**config.mk**
```make
export PLATFORM = sky130hd
export DESIGN_NAME = sr_display_scheduler_flat
export DESIGN_NICKNAME = d
export VERILOG_FILES = /design/src/rtl/sr_display_scheduler_if.sv /design/src/rtl/sr_display_scheduler.sv /design/src/flat_wrapper.sv
export SDC_FILE = /design/constraint.sdc
export NUM_CORES = 1
export LEC_CHECK = 0
export CELL_PAD_IN_SITES_DETAIL_PLACEMENT = 0
export CELL_PAD_IN_SITES_GLOBAL_PLACEMENT = 1
export CORE_MARGIN = 4
export CORE_UTILIZATION = 49
export DETAILED_ROUTE_END_ITERATION = 6
export DONT_BUFFER_PORTS = 1
export PLACE_DENSITY = 0.76
export SLEW_MARGIN = 15
export SYNTH_ARGS = -nofsm -noshare
export SYNTH_HDL_FRONTEND = slang
export SYNTH_SLANG_ARGS = --single-unit
```
**constraint.sdc**
```tcl
create_clock -name clk -period 2.24 [get_ports clk]
set_input_delay 0.448 -clock clk [delete_from_list [all_inputs] [get_ports clk]]
set_output_delay 0.448 -clock clk [all_outputs]
set_load 0.005 [all_outputs]
```
**src/rtl/sr_display_scheduler_if.sv**
```systemverilog
// Bundle between the display scheduler and the software/driver side:
// driver load tick, scan enable, shadow-bank writes, commit handshake and the parallel word.
interface sr_display_scheduler_if;
  logic        load_tick_i;
  logic        enable_i;
  logic        wr_en_i;
  logic [2:0]  wr_addr_i;
  logic [7:0]  wr_data_i;
  logic        commit_req_i;
  logic        commit_busy_o;
  logic        commit_ack_o;
  logic        frame_o;
  logic [2:0]  digit_o;
  logic [15:0] data_o;

  modport slave (
    input  load_tick_i,
    input  enable_i,
    input  wr_en_i,
    input  wr_addr_i,
    input  wr_data_i,
    input  commit_req_i,
    output commit_busy_o,
    output commit_ack_o,
    output frame_o,
    output digit_o,
    output data_o
  );

  modport master (
    output load_tick_i,
    output enable_i,
    output wr_en_i,
    output wr_addr_i,
    output wr_data_i,
    output commit_req_i,
    input  commit_busy_o,
    input  commit_ack_o,
    input  frame_o,
    input  digit_o,
    input  data_o
  );
endinterface

```
**src/rtl/sr_display_scheduler.sv**
```systemverilog
// Time-multiplexed digit scanner for a 16-bit 595 chain: blank slot before each digit,
// double-buffered segment bank with commits applied atomically at frame end.
module sr_display_scheduler #(
  parameter int unsigned NUM_DIGITS     = 8,
  parameter int unsigned DWELL          = 4,
  parameter bit          SEG_ACTIVE_LOW = 1'b1,
  parameter bit          DIG_ACTIVE_LOW = 1'b1
) (
  input  logic                    clk,
  input  logic                    rst_n_i,
  sr_display_scheduler_if.slave   bus
);

  localparam int unsigned DW_W       = (DWELL > 1) ? $clog2(DWELL) : 1;
  localparam logic [7:0]  SEG_MASK   = SEG_ACTIVE_LOW ? 8'hFF : 8'h00;
  localparam logic [7:0]  DIG_MASK   = DIG_ACTIVE_LOW ? 8'hFF : 8'h00;
  localparam logic [15:0] OFF_WORD   = {DIG_MASK, SEG_MASK};
  localparam logic [2:0]  LAST_DIGIT = 3'(NUM_DIGITS - 1);
  localparam logic [DW_W-1:0] LAST_DWELL = DW_W'(DWELL - 1);

  typedef enum logic {
    ST_BLANK = 1'b0,
    ST_SHOW  = 1'b1
  } state_t;

  state_t            r_state;
  logic [2:0]        r_digit;
  logic [DW_W-1:0]   r_dwell;
  logic [15:0]       r_data;
  logic              r_busy;
  logic              r_ack;
  logic              r_frame;
  logic [7:0]        r_shadow [8];
  logic [7:0]        r_active [8];

  logic              w_tick;
  logic              w_dwell_done;
  logic              w_last_digit;
  logic              w_frame_end;
  logic              w_commit_fire;
  logic              w_wr_ok;
  logic [2:0]        w_digit_next;
  logic [7:0]        w_dig_onehot;
  logic [15:0]       w_show_word;

  assign w_tick       = bus.load_tick_i;
  assign w_dwell_done = (r_dwell == LAST_DWELL);
  assign w_last_digit = (r_digit == LAST_DIGIT);
  assign w_digit_next = w_last_digit ? 3'd0 : r_digit + 3'd1;

  // A disabled tick is always a frame end, so commits still drain while the scan is off.
  assign w_frame_end   = w_tick && (!bus.enable_i ||
                         (r_state == ST_SHOW && w_dwell_done && w_last_digit));
  assign w_commit_fire = w_frame_end && (r_busy || bus.commit_req_i);

  assign w_wr_ok      = bus.wr_en_i && ({1'b0, bus.wr_addr_i} < 4'(NUM_DIGITS));
  assign w_dig_onehot = 8'b0000_0001 << r_digit;
  assign w_show_word  = {w_dig_onehot ^ DIG_MASK, r_active[r_digit] ^ SEG_MASK};

  // Scan state machine and registered outputs.
  always_ff @(posedge clk or negedge rst_n_i) begin
    if (!rst_n_i) begin
      r_state <= ST_BLANK;
      r_digit <= 3'd0;
      r_dwell <= '0;
      r_data  <= OFF_WORD;
      r_busy  <= 1'b0;
      r_ack   <= 1'b0;
      r_frame <= 1'b0;
    end else begin
      r_frame <= w_frame_end;
      r_ack   <= w_commit_fire;
      if (w_commit_fire) begin
        r_busy <= 1'b0;
      end else if (bus.commit_req_i) begin
        r_busy <= 1'b1;
      end

      if (w_tick) begin
        if (!bus.enable_i) begin
          r_state <= ST_BLANK;
          r_digit <= 3'd0;
          r_dwell <= '0;
          r_data  <= OFF_WORD;
        end else begin
          case (r_state)
            ST_BLANK: begin
              r_state <= ST_SHOW;
              r_dwell <= '0;
              r_data  <= w_show_word;
            end
            ST_SHOW: begin
              if (w_dwell_done) begin
                r_state <= ST_BLANK;
                r_data  <= OFF_WORD;
                r_digit <= w_digit_next;
              end else begin
                r_dwell <= r_dwell + 1'b1;
              end
            end
            default: begin
              r_state <= ST_BLANK;
              r_data  <= OFF_WORD;
            end
          endcase
        end
      end
    end
  end

  // Commit copies the pre-write shadow; a same-cycle write only reaches the shadow.
  always_ff @(posedge clk or negedge rst_n_i) begin
    if (!rst_n_i) begin
      for (int i = 0; i < 8; i++) begin
        r_shadow[i] <= 8'h00;
        r_active[i] <= 8'h00;
      end
    end else begin
      for (int i = 0; i < 8; i++) begin
        if (w_commit_fire) begin
          r_active[i] <= r_shadow[i];
        end
        if (w_wr_ok && (bus.wr_addr_i == 3'(i))) begin
          r_shadow[i] <= bus.wr_data_i;
        end
      end
    end
  end

  assign bus.data_o        = r_data;
  assign bus.digit_o       = r_digit;
  assign bus.commit_busy_o = r_busy;
  assign bus.commit_ack_o  = r_ack;
  assign bus.frame_o       = r_frame;

endmodule

```
**src/flat_wrapper.sv**
```systemverilog
// flat-port wrapper written by rule: the top's interface ports become plain ports
module sr_display_scheduler_flat 
#(
  parameter int unsigned NUM_DIGITS     = 8,
  parameter int unsigned DWELL          = 4,
  parameter bit          SEG_ACTIVE_LOW = 1'b1,
  parameter bit          DIG_ACTIVE_LOW = 1'b1
)
  (clk, rst_n_i, bus_load_tick_i, bus_enable_i, bus_wr_en_i, bus_wr_addr_i, bus_wr_data_i, bus_commit_req_i, bus_commit_busy_o, bus_commit_ack_o, bus_frame_o, bus_digit_o, bus_data_o);
  sr_display_scheduler_if bus_i ();
  input  logic clk;
  input  logic rst_n_i;
  input wire logic [$bits(bus_i.load_tick_i)-1:0] bus_load_tick_i;
  input wire logic [$bits(bus_i.enable_i)-1:0] bus_enable_i;
  input wire logic [$bits(bus_i.wr_en_i)-1:0] bus_wr_en_i;
  input wire logic [$bits(bus_i.wr_addr_i)-1:0] bus_wr_addr_i;
  input wire logic [$bits(bus_i.wr_data_i)-1:0] bus_wr_data_i;
  input wire logic [$bits(bus_i.commit_req_i)-1:0] bus_commit_req_i;
  output wire logic [$bits(bus_i.commit_busy_o)-1:0] bus_commit_busy_o;
  output wire logic [$bits(bus_i.commit_ack_o)-1:0] bus_commit_ack_o;
  output wire logic [$bits(bus_i.frame_o)-1:0] bus_frame_o;
  output wire logic [$bits(bus_i.digit_o)-1:0] bus_digit_o;
  output wire logic [$bits(bus_i.data_o)-1:0] bus_data_o;
  assign bus_i.load_tick_i = bus_load_tick_i;
  assign bus_i.enable_i = bus_enable_i;
  assign bus_i.wr_en_i = bus_wr_en_i;
  assign bus_i.wr_addr_i = bus_wr_addr_i;
  assign bus_i.wr_data_i = bus_wr_data_i;
  assign bus_i.commit_req_i = bus_commit_req_i;
  assign bus_commit_busy_o = bus_i.commit_busy_o;
  assign bus_commit_ack_o = bus_i.commit_ack_o;
  assign bus_frame_o = bus_i.frame_o;
  assign bus_digit_o = bus_i.digit_o;
  assign bus_data_o = bus_i.data_o;
  sr_display_scheduler #(.NUM_DIGITS(NUM_DIGITS), .DWELL(DWELL), .SEG_ACTIVE_LOW(SEG_ACTIVE_LOW), .DIG_ACTIVE_LOW(DIG_ACTIVE_LOW)) u_core (.clk(clk), .rst_n_i(rst_n_i), .bus(bus_i));
endmodule
```
# == Word level (Yosys, flattened, before mapping) ==
# Index checks and enable logic that the tools add are counted.
# word_totals
ff_bits,153
inputBits,17
# classes
addsub,2
n_lt_le_gt_ge,1
eq_ne,13
n_shift,1
muxes,18
bitwise,4
reduce_logical,20
# ops
op,count
$mux W16,2
$pmux W16 S2,1
$bmux W8 S3,1
$mux W8,2
$not A8 Y8,2
$eq A3 B3 Y1 const B,5
$logic_and A1 B1 Y1,12
$mux W3,4
$shl A1 B3 Y8 const A,1
$eq A3 B2 Y1 const B,2
$ne A3 B3 Y1 const B,2
$ge A4 B4 Y1 const B,1
$mux W1,4
$mux W2,2
$ne A2 B1 Y1 const B,2
$not A3 Y4,1
$pmux W2 S2,1
$reduce_and A2 Y1,2
$add A3 B1 Y3 const B,1
$eq A3 B1 Y1 const B,1
$logic_not A3 Y1,1
$reduce_and A3 Y1,1
$add A2 B1 Y2 const B,1
$eq A2 B2 Y1 const B,1
5 further kinds,6

# == Logic depth before layout (Yosys ltp) ==
# Gate-level depths: netlist of run 1.
# depth
ltp_word,7
ltp_mapped,7

# == Least setup slack after synthesis of run 1 ==
# OpenSTA, ideal clock, no wires.
# synth_path
path_type,reg2reg
from,register u_core.r_digit[1] (netlist: u_core.bus.digit_o[1])
to,register u_core.r_active[0] in the netlist's numbering
setup_ps,127
arrival_ps,1785
required_time_ps,2113
setup_slack_ps,327
path_stages_with_launch,8
cell_sequence,dfrtp_1 > ha_1 > ha_1 > nand3_1 > a211oi_2 > buf_4 > buf_8 > mux2_1
# synth_between
elab_chain_len,5
# synth_rtl
element,line,text
from (decl),sr_display_scheduler.sv:27,logic [2:0] r_digit;
from (signal assigned),sr_display_scheduler.sv:96,r_digit <= w_digit_next;
$eq A3 B3 Y1,sr_display_scheduler.sv:48,assign w_last_digit = (r_digit == LAST_DIGIT);
$logic_and A1 B1 Y1,sr_display_scheduler.sv:53,(r_state == ST_SHOW && w_dwell_done && w_last_digit));
$logic_or A1 B1 Y1,sr_display_scheduler.sv:52,assign w_frame_end = w_tick && (!bus.enable_i ||
$logic_and A1 B1 Y1,sr_display_scheduler.sv:52,
$logic_and A1 B1 Y1,sr_display_scheduler.sv:54,assign w_commit_fire = w_frame_end && (r_busy || bus.commit_req_i);
"to (signal, indexed assignment)",sr_display_scheduler.sv:121,r_active[i] <= r_shadow[i];
to (decl),sr_display_scheduler.sv:34,logic [7:0] r_active [8];
# Every way passes these cells.
# A chain may end at the register's enable or synchronous reset.

# == Worst setup path after layout of run 1 ==
# layout_path
from,register u_core.r_digit[0] (netlist: u_core.bus.digit_o[0])
to,register u_core.r_active[43] in the netlist's numbering
# Same word-level chain as after synthesis.

==> results of run 1 <==
==> flip-flops by register name (all words and copies together), names as in the netlist <==
register	cells
u_core.bus.data_o	16
u_core.bus.commit_ack_o	1
u_core.bus.commit_busy_o	1
u_core.bus.digit_o	3
u_core.r_dwell	2
u_core.r_shadow	64
u_core.r_active	64
u_core.r_state	1
u_core.bus.frame_o	1
==> cell families after synthesis <==
family	Yosys count	synth area share, %
adders and majority gates	7	1.346
buffers and inverters	30	3.018
AOI/OAI and AO/OA	41	4.768
and+or+nand+nor	46	4.768
DFF	153	59.13
muxes	148	26.97
==> worst paths after layout <==
path	end	slack, ps
hold / removal	u_core.r_active[4]$_DFFE_PN0P_	-280
hold reg to reg	u_core.r_active[24]$_DFFE_PN0P_	480
setup reg to reg	u_core.r_active[43]$_DFFE_PN0P_	160
min in group clk	u_core.bus.digit_o[0]$_DFFE_PN0P_	140
setup / recovery	u_core.r_active[43]$_DFFE_PN0P_	160
max in group asynchronous	u_core.r_dwell[1]$_DFFE_PN0P_	2210
==> metal layers <==
layer	vias up	GRT usage, %
li1	1578	-
met1	1829	24.72
met2	43	27.62
met3	21	3.934
met4	0	6.228
met5	-	0
==> worst max-delay path: cells and delay by family, from the launching register on <==
| family | cells | cell delay [ps] |
|---|---|---|
| mux | 1 | 370 |
| flops | 1 | 350 |
| buf+inv | 1 | 270 |
| compound gates | 1 | 380 |
| fa+ha+maj | 2 | 410 |
| simple gates | 1 | 170 |
==> per-stage QoR <==
step / cells / hold slack [ps] / setup slack [ps] / power, mW
floorplan: 425 / 152.4 / 327.4 / 4.711
global placement: 586 / 157.1 / 240.3 / 4.909
detailed placement: 586 / 157.3 / 150.4 / 4.989
CTS: 618 / -284.6 / 146.5 / 7.938
global route: 618 / -291.4 / 44.56 / 8.238
finish: 618 / -275.9 / 156.8 / 7.861
==> power by group through the flow <==
| stage | Sequential [mW] | Clock, mW | Combinational, mW |
|---|---|---|---|
| after CTS | 3.83 | 2.99 | 1.12 |
| after global routing | 3.91 | 3.11 | 1.22 |
| after floorplan | 3.75 | 0 | 0.964 |
| final | 3.82 | 2.94 | 1.10 |
| after detailed placement | 3.87 | 0 | 1.12 |
| after global placement | 3.84 | 0 | 1.07 |
==> cell type report <==
class                   instances  area (sq um)  area share, %
flip-flops and latches        153          3849          52.75
multi-input cells             242          2471          33.87
clock buffers                  21         470.5          6.448
well taps                     172         215.2          2.950
clock inverters                11         145.1          1.989
repair buffers                 13         122.6          1.681
inverters                       6         22.52         0.3087
==> layout by cell type, fill, tap and decap left out, types with 5 or more instances in the layout <==
master     count
ha_1           7
buf_4         11
o32a_1         8
dfstp_2       16
nor2b_1        9
mux4_2         8
nor2_1        10
clkbuf_16     17
a211oi_1       8
mux2_2        90
o21a_1         5
mux2_1        49
inv_1          6
dfrtp_1      137
nand2_1        5
o21ai_0       10
nand4b_1       9
==> impl_results.md, run 1 <==
- Fin crit period: 2083 ps
- Synth cell count leaders: dfrtp_1, mux2_2, mux2_1, dfstp_2
- LEAKAGE: 3.055 nW
- Die ar.: between 15,000 and 20,000 sq um
- Vias in the first global route: about 3,600
- Clock power share: 37.4%
- Worst vdd ir: 0.0004062 V
- DR top layer: met4
- Initial drt markers: 250
- Async SR Flop Fraction: 100.0%
- Post-route ant nets: 0
- Synth cell types: 39
- Flip-flop and latch count after synthesis: 153
- Total core area: 12,820 sq um
- Comb pwr share: 14.0%
- Critical path fanouts, max: 37
- Hold Violations, Final: approximately 150
- PostCTS Resize Cnt: 0
- Sequential area share after synthesis: 59.13%
- Max incr delay on CP: 380 ps
- Global route total overflow: 0
- Violated checks: negative hold slack
- HP Class: input pin to async pin
- Largest net degree at the start of global routing: ~150
- Post-CTS setup buffer count: 0
- Setup crit start: u_core.bus.digit_o[0]$_DFFE_PN0P_
- Router iterations before antenna repair: 4
- Hold Slack: -275.9 ps
- DR WL met3: 430 microns
- Routability Congestion: between 0.6 and 0.7
- Nature of the critical path endpoint: register
- Metal2 WL: 5991 microns
- Clock tree buffer depth: 2
- R2r worst-path depth: 6
- EDFF count, synth: 0
- Port-buffer cells: 0
- Die Y: 123.3 microns
- Antenna cells: 0
- Mapped Cells: ~430
- Post-placement cell area: 6680 sq um
- Drc violations: 0
- R2R Path Start: u_core.bus.digit_o[0]$_DFFE_PN0P_
- Row cnt: roughly 40
- Max-slew headroom: 57.87%
- Die W: approximately 120 microns
- Post-route core utilization: 56.89%
- Worst EP arrival: 2380 ps
- Synthesized area: around 6500 sq um
- Clock Sinks: between 150 and 200
- Worst skew pair latency: 420 ps
- Boundary Pins: 39
- Final Skew: 5.391 ps
- Most frequent cell after synthesis: dfrtp_1
- CTS tree: done
- Global-route usage over all layers: 17.74%
- Synth top area share: 52.67%
- Starting Density: roughly 51%
- Post-Syn Nets: 449
- Synth Area per Inst: 15.31 sq um
- Power Density: around 1100 nW/um^2
- Slew Limit Fails: 0
- Fill count: about 1,000
- CTS H-tree lvls: 4
- Vias per cell: roughly 5.6
- Vias: 3,471
- CTS Root Cell: clkbuf_16
- Final wirelength: 12,290 microns
- Flop pwr share: between 40% and 50%
- Fin area: 7296 sq um
- Worst-path clk slew: around 60 ps
- P_int: 6.017 mW
- Setup TNS Final: 0 ps
- Status: finished with violations
- Final setup vio count: 0
- Initial antenna violation count: 0
- Share of cells above drive strength 1: 36.77%
- First-pass GRT wire length: 20,220 microns
- Final period util: between 90% and 100%
- CP cell instances: ha_1 > ha_1 > nand3_1 > a211oi_4 > buf_12 > mux2_2
- Unrepaired setup endpoints after global routing: no
- Worst path slowest cell: a211oi_4
- CP dominant cell by count: ha_1
- CP startpoint kind: register
- Fmax: 480.0 MHz
- Area growth, synth to finish: 12.09%
- WS Path Type: register to register
- DR WL/cell: roughly 20 microns
- Worst Path Required: 2540 ps
- Post-synth top area cell: dfrtp_1
- Synth warn: 0
- Post-DP HPWL: approximately 7600 microns
- Top cells by area, synth: dfrtp_1, mux2_2, mux2_1
- Max-cap violations: 0
- Final #Nets: around 460
- Reported net switching power: 1.844 mW
- Met1 Wirelength: around 5700 microns
- Actual slew at the worst max-slew pin: 630.0 ps
- TritonCTS buffer count: 17
- Switching Fraction: 23.46%
- Main flop type after synthesis: dfrtp_1
No activity file was read; power rests on OpenSTA's default activity.
==> run 2, diff against run 1 <==
Settings changed: CORE_UTILIZATION 49 to 45, PLACE_DENSITY 0.76 to 0.71.
==> run 2 against run 1 <==
The flow still finishes with violations (negative hold slack). Design area is 0.31% higher. Worst setup slack worse by 25 ps. Worst hold slack better by 1.9 ps. Die area increased by 8.3%. Clock skew up 2.6 ps. Register-to-register slack worse by 30 ps.
==> impl_results.md, run 2 (synthesis results as in run 1) <==
- Final WS setup: 131.7 ps
- CP startpoint kind: register
- Post-CTS setup buffer count: 0
- Starting Density: 46.35%
- Initial antenna violation count: 0
- R2r worst-path depth: 6
- Status: finished with violations
- Global route total overflow: 0
- Final wirelength: 12,770 microns
- Boundary Pins: 39
- Routability Congestion: 0.7115
- HP Class: input pin to async pin
- Max-cap violations: 0
- Row cnt: 43
- Most frequent cells in the layout: dfrtp_1, mux2_2, mux2_1
- Die ar.: between 15,000 and 20,000 sq um
- Busiest grt layer: met2
- R2R Path Start: u_core.bus.digit_o[1]$_DFFE_PN0P_
- Hold Slack: -274.0 ps
- R2R Setup Slk: 130 ps
- Fin crit period: 2108 ps
- PostCTS Resize Cnt: 0
- Power Density: approximately 1100 nW/um^2
- TritonCTS buffer count: 17
- Vias per cell: around 5.6
- Share of cells above drive strength 1: 36.24%
- Area growth, synth to finish: 12.44%
- Clock Sinks: 153
- Worst Path Required: 2540 ps
- Final period util: between 90% and 100%
- Final Skew: 7.967 ps
- Total core area: 14,040 sq um
- CTS tree: done
- Worst EP arrival: 2410 ps
- Dpl ws: ~130 ps
- Commonest non-fill, non-tap cell in the layout: dfrtp_1
- Clock tree buffer depth: 2
- Power Total: just under 8 mW
- Die W: ~130 microns
- Violated checks: negative hold slack
- Largest net degree at the start of global routing: approximately 150
- Router iterations before antenna repair: 4
- CTS Root Cell: clkbuf_16
- Slew Limit Fails: 0
- Port-buffer cells: 0
- Global-route usage over all layers: 16.83%
- Met1 track demand over resource: 21.97%
- Max-slew headroom: 61.47%
- Drc violations: 0
- Worst-path clk slew: 60 ps
- WS Path Type: register to register
- DR WL/cell: 20.37 microns
- Initial drt markers: 223
- Vias: 3,493
- Fmax: 474.3 MHz
- Final setup vio count: 0
- Vias in the first global route: roughly 3,800
- Post-route ant nets: 0
- LEAKAGE: 3.069 nW
- Actual slew at the worst max-slew pin: a little under 600 ps
- Setup TNS Final: 0 ps
- GR Layer Usage met2: 26.57%
- Final #Nets: 458
- Nature of the critical path endpoint: register
- First-pass GRT wire length: 20,840 microns
- Hold Violations, Final: 153
- Antenna cells: 0
- Die Y: 128.3 microns
- Setup crit start: u_core.bus.digit_o[1]$_DFFE_PN0P_
- Post-route core utilization: 52.12%
- Critical register-to-register path endpoint: u_core.r_active[61]$_DFFE_PN0P_
- CTS H-tree lvls: 4
- Worst vdd ir: about 0.00058 V
- Critical path fanouts, max: 65
- Unrepaired setup endpoints after global routing: no
- Worst skew pair latency: 420 ps
- Met3 Usage GRT: under 10%
- Post-DP HPWL: 7714 microns
## run 2: metrics by stage
step / std cells / instance area, sq um
CTS: 627 / 7318
global placement: 595 / 6685
finish: 627 / 7318
global route: 627 / 7318
floorplan: 425 / 6509
detailed placement: 595 / 6685
## run 2: worst max-delay path: stages, from the launching register on
cell,delay [ps]
dfrtp_1,350
ha_1,180
ha_1,210
nand3_1,160
a211oi_4,300
buf_12,360
mux2_2,380
## run 2: power breakdown
group	switching, mW	internal, mW	total, mW
clock network	1.05	1.98	3.03
logic	0.398	0.690	1.09
registers	0.331	3.49	3.82
total	1.78	6.16	7.94
## run 2: worst max path at each step
stage / cells after the start / slack, ps / end
final: 6 / 130 / u_core.r_active[61]$_DFFE_PN0P_
after global routing: 6 / 6 / u_core.r_active[48]$_DFFE_PN0P_
after CTS: 6 / 120 / u_core.r_active[48]$_DFFE_PN0P_
after detailed placement: 6 / 130 / u_core.r_active[48]$_DFFE_PN0P_
after global placement: 6 / 200 / u_core.r_active[53]$_DFFE_PN0P_
after floorplan: 7 / 330 / u_core.r_active[0]$_DFFE_PN0P_
## run 2: metal layers
layer / share of wire, % / vias to the layer above
li1: - / 1579
met2: 49 / 52
met1: 46 / 1842
met5: 0 / -
met3: 3.8 / 20
met4: 1.8 / 0
## run 2: cell type report
type                    instances  area (sq um)
clock buffers                  25         495.5
clock inverters                 7         137.6
well taps                     180         225.2
repair buffers                 14         117.6
inverters                       6         22.52
fillers                      1151          6724
multi-input cells             242          2471
flip-flops and latches        153          3849
==> run 3, diff against run 2 <==
Settings changed: CORE_ASPECT_RATIO set to 1.25.
==> run 3 against run 2 <==
Cell count is 0.80% lower. Via count is 1.8% lower. Core utilization is 0.20 points higher. Clock power is 1% lower. Non-clock buffer count stayed put. Combinational power hardly changed. Flip-flop and latch count stayed put. Register-to-register slack better by 20 ps. Maximum frequency is 0.90% higher. Clock skew hardly changed. Worst hold slack hardly changed. The run still ends with negative hold slack left. Critical path depth stayed put.
==> impl_results.md, run 3 (synthesis results as in run 1) <==
- Total core area: 13,990 sq um
- Row cnt: 48
- Fmax: 478.6 MHz
- Vias per cell: 5.513
- Drc violations: 0
- TritonCTS buffer count: 17
- Area growth, synth to finish: 12.48%
- R2r worst-path depth: 6
- Largest net degree at the start of global routing: approximately 150
- P_int: ~6.1 mW
- Worst EP arrival: 2390 ps
- Vias in the first global route: 3,779
- Most frequent cells in the layout: dfrtp_1, mux2_2, mux2_1
- Max-slew headroom: 60.39%
- Critical register-to-register path endpoint: u_core.r_active[52]$_DFFE_PN0P_
- Final WS setup: around 150 ps
- Fill count: 1,170
- Initial antenna violation count: 0
- Slew Limit Fails: 0
- Router iterations before antenna repair: 4
- Clock tree buffer depth: 2
- Hold Violations, Final: 152
- Initial drt markers: about 250
- Max incr delay on CP: 390 ps
- Crit. path cell count: 6
- DR top layer: met4
- Starting Density: 46.51%
- CP dominant cell by count: ha_1
- Final #Nets: ~460
- DR WL met3: ~430 microns
- LEAKAGE: 3.071 nW
- Actual slew at the worst max-slew pin: 591.0 ps
- Commonest non-fill, non-tap cell in the layout: dfrtp_1
- Routability Congestion: 0.7194
- Clock power share: a little under two fifths
- Comb pwr share: between 10% and 20%
- Final setup vio count: 0
- Fin crit period: 2090 ps
- Dpl ws: 166.8 ps
- Post-route ant nets: 0
- Critical path fanouts, max: 37
- Share of cells above drive strength 1: a little under two fifths
- Switching Fraction: 22.86%
- Vias: between 3,000 and 4,000
- Violated checks: negative hold slack
- R2R Setup Slk: 150 ps
- HP Class: input pin to async pin
- Die Y: 142.5 microns
- Nature of the critical path endpoint: register
- Final wirelength: 12,140 microns
- CTS H-tree lvls: 4
- Worst vdd ir: 0.0005552 V
- Unrepaired setup endpoints after global routing: no
- Status: finished with violations
- Global route total overflow: 0
- Worst Path Required: 2540 ps
- Setup TNS Final: 0 ps
- Clock Sinks: 153
- Worst skew pair latency: roughly 420 ps
- Global-route usage over all layers: 16.34%
- Final period util: 93.28%
- Max-cap violations: 0
- CP startpoint kind: register
- Final Skew: 8.112 ps
- Port-buffer cells: 0
- DR WL/cell: 19.52 microns
- CP cell instances: ha_1 > ha_1 > nand3_1 > a211oi_4 > buf_12 > mux2_2
- Worst path slowest cell: a211oi_4
- CP top delay family: adder cells
- WS Path Type: register to register
- Metal2 WL: ~6400 microns
- Die W: 115.6 microns
- CTS Root Cell: clkbuf_16
- First-pass GRT wire length: 20,370 microns
- Hold Slack: -273.7 ps
- Worst-path clk slew: 60 ps
- Boundary Pins: 39
- Power Density: 1080 nW/um^2
- Post-DP HPWL: 7961 microns
- R2R Path Start: u_core.bus.digit_o[0]$_DFFE_PN0P_
- Flop pwr share: 48.4%
- Met1 Wirelength: 5151 microns
- Area of the multi-input gates: 2471 sq um
- Antenna cells: 0
- Die ar.: 16,460 sq um
- CTS tree: done
- CP bufs+invs: 1
- Reported net switching power: 1.807 mW
- Register area: between 3000 and 4000 sq um
==> run 3: cell count changes in the layout (fill, tap and decap cells not counted), sizes merged <==
cell      delta
clkbuf       -5
clkinv       +4
clkinvlp     +1
==> run 3: timing repair <==
action	in CTS	in global routing
hold endpoints to repair	153	153
buffers inserted	0	0
gates resized for setup	0	0
==> run 3: layout make-up <==
class	count	share of cell area, %
clock buffer	20	6.238
tap	175	2.991
inverter	6	0.3076
clock inverter	12	2.359
sequential	153	52.57
multi-input combinational	242	33.75
timing repair buffer	14	1.777
==> run 3: worst max path at each step <==
stage / slack (ps) / startpoint / endpoint
2_1_floorplan: 330 / u_core.bus.digit_o[1]$_DFFE_PN0P_ / u_core.r_active[0]$_DFFE_PN0P_
3_3_place_gp: 240 / u_core.bus.digit_o[0]$_DFFE_PN0P_ / u_core.r_active[53]$_DFFE_PN0P_
3_5_place_dp: 170 / u_core.bus.digit_o[0]$_DFFE_PN0P_ / u_core.r_active[53]$_DFFE_PN0P_
4_1_cts: 140 / u_core.bus.digit_o[0]$_DFFE_PN0P_ / u_core.r_active[53]$_DFFE_PN0P_
5_1_grt: 40 / u_core.bus.digit_o[1]$_DFFE_PN0P_ / u_core.r_active[49]$_DFFE_PN0P_
6_report: 150 / u_core.bus.digit_o[0]$_DFFE_PN0P_ / u_core.r_active[52]$_DFFE_PN0P_
==> run 3: metrics by stage <==
step	cells	total power [mW]	instance area, sq um	util, %
2_1_floorplan	425	4.711	6509	-
3_3_place_gp	590	4.894	6691	47.82
3_5_place_dp	590	4.986	6691	47.82
4_1_cts	622	7.993	7321	52.32
5_1_grt	622	8.300	7321	52.32
6_report	622	7.903	7321	52.32
==> run 3: routing by layer <==
metal	up-vias	track usage [%]
li1	1563	-
met1	1805	20.13
met2	47	27.59
met3	14	4.551
met4	0	5.562
met5	-	0
==> run 3: power by group through the flow <==
stage	registers (mW)	clock network, mW	logic [mW]
final	3.83	2.99	1.08
after global routing	3.92	3.17	1.21
after CTS	3.83	3.05	1.11
after detailed placement	3.88	0	1.10
after global placement	3.84	0	1.06
after floorplan	3.75	0	0.964
